==> src/rtl/pll_rst_seq.sv <==
// PLL reset sequencer: pulses pll_reset, waits for a stable lock, then releases rst_out_n.
// Optional retry counter enabled by defining PLL_RST_SEQ_RETRY_CNT_EN.
module pll_rst_seq #(
  parameter int unsigned RST_CYCLES    = 16,
  parameter int unsigned LOCK_TIMEOUT  = 500000,
  parameter int unsigned STABLE_CYCLES = 1024
) (
  input  logic       sys_clk,
  input  logic       sys_rst_n,
  input  logic       pll_lock,
  output logic       pll_reset,
  output logic       rst_out_n,
  output logic [1:0] state_o,
  output logic [7:0] retry_cnt
);

  localparam int unsigned MAX_RS  = (RST_CYCLES > STABLE_CYCLES) ? RST_CYCLES : STABLE_CYCLES;
  localparam int unsigned MAX_CYC = (LOCK_TIMEOUT > MAX_RS) ? LOCK_TIMEOUT : MAX_RS;
  localparam int unsigned CNT_W   = $clog2(MAX_CYC);

  typedef enum logic [1:0] {
    PWRUP     = 2'd0,
    WAIT_LOCK = 2'd1,
    STABLE    = 2'd2,
    RUN       = 2'd3
  } state_t;

  logic             rst_meta;
  logic             rst_sync;
  logic             lock_meta;
  logic             lock_s;
  state_t           state;
  state_t           state_nxt;
  logic [CNT_W-1:0] cnt;
  logic [CNT_W-1:0] cnt_nxt;
  logic             pll_reset_d;
  logic             rst_out_n_d;
  logic [1:0]       state_o_d;

  // Reset release synchronizer; assertion stays asynchronous
  always_ff @(posedge sys_clk or negedge sys_rst_n) begin
    if (!sys_rst_n) begin
      rst_meta <= 1'b0;
      rst_sync <= 1'b0;
    end else begin
      rst_meta <= 1'b1;
      rst_sync <= rst_meta;
    end
  end

  // Lock synchronizer; the FSM only ever looks at lock_s
  always_ff @(posedge sys_clk or negedge sys_rst_n) begin
    if (!sys_rst_n) begin
      lock_meta <= 1'b0;
      lock_s    <= 1'b0;
    end else begin
      lock_meta <= pll_lock;
      lock_s    <= lock_meta;
    end
  end

  // State register, cycle counter and registered outputs share one edge
  always_ff @(posedge sys_clk or negedge sys_rst_n) begin
    if (!sys_rst_n) begin
      state     <= PWRUP;
      cnt       <= '0;
      pll_reset <= 1'b1;
      rst_out_n <= 1'b0;
      state_o   <= 2'd0;
    end else if (rst_sync) begin
      state     <= state_nxt;
      cnt       <= cnt_nxt;
      pll_reset <= pll_reset_d;
      rst_out_n <= rst_out_n_d;
      state_o   <= state_o_d;
    end
  end

  // Next-state logic; lock loss is checked before the counter terminal value
  always_comb begin
    state_nxt = state;
    unique case (state)
      PWRUP: begin
        if (cnt == CNT_W'(RST_CYCLES - 1)) state_nxt = WAIT_LOCK;
      end
      WAIT_LOCK: begin
        if (lock_s)                                 state_nxt = STABLE;
        else if (cnt == CNT_W'(LOCK_TIMEOUT - 1))   state_nxt = PWRUP;
      end
      STABLE: begin
        if (!lock_s)                                state_nxt = WAIT_LOCK;
        else if (cnt == CNT_W'(STABLE_CYCLES - 1))  state_nxt = RUN;
      end
      RUN: begin
        if (!lock_s) state_nxt = PWRUP;
      end
      default: state_nxt = PWRUP;
    endcase
    cnt_nxt = (state_nxt != state) ? '0 : CNT_W'(cnt + 1'b1);
  end

  // Output next values decoded from the next state so they register with it
  always_comb begin
    pll_reset_d = 1'b0;
    rst_out_n_d = 1'b0;
    state_o_d   = state_nxt;
    if (state_nxt == PWRUP) pll_reset_d = 1'b1;
    if (state_nxt == RUN)   rst_out_n_d = 1'b1;
  end

`ifdef PLL_RST_SEQ_RETRY_CNT_EN
  logic       retry_inc;
  logic [7:0] retry_q;

  assign retry_inc = (state == WAIT_LOCK) && (state_nxt == PWRUP);

  // Saturating count of lock timeouts
  always_ff @(posedge sys_clk or negedge sys_rst_n) begin
    if (!sys_rst_n) begin
      retry_q <= 8'd0;
    end else if (rst_sync && retry_inc && (retry_q != 8'hFF)) begin
      retry_q <= retry_q + 8'd1;
    end
  end

  assign retry_cnt = retry_q;
`else
  assign retry_cnt = 8'd0;
`endif

endmodule

==> config.mk <==
export PLATFORM = sky130hd
export DESIGN_NAME = pll_rst_seq
export DESIGN_NICKNAME = d
export VERILOG_FILES = /design/src/rtl/pll_rst_seq.sv
export SDC_FILE = /design/constraint.sdc
export NUM_CORES = 1
export LEC_CHECK = 0
export CELL_PAD_IN_SITES_DETAIL_PLACEMENT = 2
export CELL_PAD_IN_SITES_GLOBAL_PLACEMENT = 2
export CORE_UTILIZATION = 38
export DETAILED_ROUTE_END_ITERATION = 10
export GPL_TIMING_DRIVEN = 0
export PLACE_DENSITY = 0.89
export REMOVE_ABC_BUFFERS = 1
export SLEW_MARGIN = 20
export SYNTH_ARGS = -nofsm -noshare
export SYNTH_HDL_FRONTEND = slang
export SYNTH_SLANG_ARGS = --single-unit
==> constraint.sdc <==
create_clock -name sys_clk -period 3.9 [get_ports sys_clk]
set_clock_uncertainty 0.05 [all_clocks]
set_input_delay 0.585 -clock sys_clk [delete_from_list [all_inputs] [get_ports sys_clk]]
set_output_delay 0.585 -clock sys_clk [all_outputs]
set_load 0.03 [all_outputs]
==> run metrics <==
syn_area_per_cell=9.79 sq um; CP startpoint=cnt[15]; worst path required time=3970 ps; PostCTS Resize Cnt=0; area grow syn2layout=6.86%; max-slew violation count=0; antenna violations before repair=0; Routed Antenna Nets=0; cell family with most CP delay=simple AND/OR/NAND/NOR gates; crit path cell chain=or4_4 -> nor4_4 -> a311oi_1 -> nor4b_4 -> nor2_1; clk root buf=clkbuf_8; Top FF cell, synth=dfrtp_1; Gate Count Post-Synth=149; critical path class=flip-flop to flip-flop; first-pass GRT wire length=5600 microns; Crit path buffers/inverters=0; placed cells=197; TNS Setup=0 ps; vias in the first global route=1158; Setup-failing EPs final=0; GR Overflow Total=0; commonest non-fill, non-tap cell in the layout=dfrtp_1; pre-CTS setup slack=1010 ps; Yosys warning total=0; Post-synth EDFFs=0; Worst Max-Slew Pin Slew=1070 ps; drt via density=5.19; Die W=64.0 microns; critical path fanouts, max=18; IO buf count=6; RSZ-0062 raised after global routing=false; DRT met1 WL=1400 microns; CP peak stage delay=990 ps; final worst-path cycle share=73.0%; DIE HEIGHT=64.0 microns; CP Capture Point=cnt[4]; cts bufs inserted=3; Rows=22; largest net degree at the start of global routing=28; Clock transition at path regs=90 ps; Mapped Area=1460 sq um; Vias=1044; DR top layer=met4; Critical Path Stages=5; metal2 WL=1700 microns; Crit Reg-Reg Startpoint=cnt[15]; max_cap viols=0; cts hold-fix bufs=0; CTS Buffer Depth=2; drt wl/cell=15.9 microns; CP max stage cell=nor4b_4; FFs w/ async S/R, synth=100%; WL final=3190 microns; fraction of layout cells with a size suffix above 1=9.80%; CTS H-tree lvls=1; DRT iter0 DRCs=16; Final Hold Viols=0; status=finished, final reports clean; CTS Sinks=27; final RePlAce weighted congestion=0.768; later-pin clock latency in the skew report=270 ps; DRC=0; startpoint types=flip-flop; Pleak=0.686 nW; FF-to-FF path depth=5; sequential share of the synthesized area=46.4%; First-pass DRT Iterations=4; Detail Placement HPWL=2420 microns; Ant. Diodes=0; DP Area=1510 sq um; WP data arrival=2910 ps; clock period minus worst slack=2850 ps; CP endpoint kind=flip-flop; P per Cell Area=492 nW/um^2; slack of the critical path=1050 ps; NumNets Final=158; Rel. slew slack=28.1%; I/O Pins=15; starting density of the core=39.8%; met3 WL=56 microns; Max Clk Rate=351 MHz; maximum VDD drop=0.162 mV; commonest non-fill, non-tap cells in the layout=26 x dfrtp_1, 19 x nor2_1, 14 x xor2_1; CTS tree=yes; Netlist cell types=37; hold slack=267 ps; FF-to-FF End=cnt[4]; Design Area, Final=1560 sq um; Worst Hold Class=primary input to asynchronous set/reset pin; GR Util All Layers=17.9%; CORE AREA=3660 sq um; Post CTS Setup Buffer Count=0; Final Non-Filler Cells=201; Synth Register Bits=27; reg2reg setup slack=1050 ps; Die Area=4090 sq um
-- worst register-to-register path, delay by kind of cell (launching register included) --
kind	cells	cell delay, ps
AOI/OAI and AO/OA	1	200
DFF	1	430
and+or+nand+nor	4	2020
-- worst min-delay path by stage --
stage,end,slack (ps),depth (start not counted)
detailed placement,rst_sync,290,0
finish,cnt[1],270,1
CTS,cnt[0],290,1
global route,cnt[0],290,1
global placement,lock_s,280,0
floorplan,cnt[0],240,0
-- synthesized netlist by cell type, types with 2 or more instances --
master / instances / share of area [%]
nand2_1: 8 / 2.1
buf_4: 8 / 4.1
nor2_2: 4 / 1.7
nand4_1: 5 / 2.1
and2_1: 2 / 0.86
dfrtp_1: 26 / 45
o21ai_0: 3 / 1.0
a31oi_1: 3 / 1.3
clkbuf_1: 4 / 1.0
o211ai_1: 2 / 1.0
and3_2: 2 / 1.0
nor3_1: 2 / 0.69
xor2_1: 14 / 8.4
xnor2_1: 4 / 2.4
conb_1: 2 / 0.51
inv_1: 7 / 1.8
nand3_1: 8 / 2.7
nor2_1: 19 / 4.9
and4_1: 3 / 1.8
nor4_1: 2 / 0.86
a21oi_1: 5 / 1.7
-- registers in the layout, summed over array words and instances (netlist names) --
name,cells
rst_sync,1
rst_out_n,1
lock_meta,1
rst_meta,1
pll_reset,1
lock_s,1
state,2
cnt,19
-- kinds of logic (layout without fill, tap and decap cells) --
logic type	count (synthesis)	after routing	synth area share, %
xor+xnor	18	18	10.8
flops	27	27	46.4
other cells	2	9	0.515
compound gates	18	18	8.23
buf+inv	20	17	7.72
fa+ha+maj	1	1	0.857
simple gates	62	62	24.8
mux	1	1	0.686
-- layer usage --
metal | GRT usage (%) | up-vias
met5 | 0 | -
met4 | 5.68 | 0
met3 | 2.68 | 4
met2 | 32.2 | 10
met1 | 21.7 | 525
li1 | - | 505
-- through the flow --
stage	util (%)	power, mW
final	42.6	0.767
after detailed placement	41.4	0.623
after floorplan	-	0.535
after global routing	42.6	0.816
after global placement	41.5	0.604
after CTS	42.6	0.783
-- power breakdown --
group	switching, mW	internal [mW]	total (mW)
clock network	0.0814	0.0731	0.155
registers	0.0598	0.320	0.380
logic	0.144	0.0886	0.233
-- layout make-up --
| type | count | area, sq um |
|---|---|---|
| fill | 411 | 2100 |
| multi-input combinational | 109 | 696 |
| sequential | 27 | 677 |
| tap | 48 | 60.1 |
| timing repair buffer | 6 | 55.1 |
| clock buffer | 4 | 45.0 |
| inverter | 7 | 26.3 |
No activity file was read; power rests on OpenSTA's default activity.
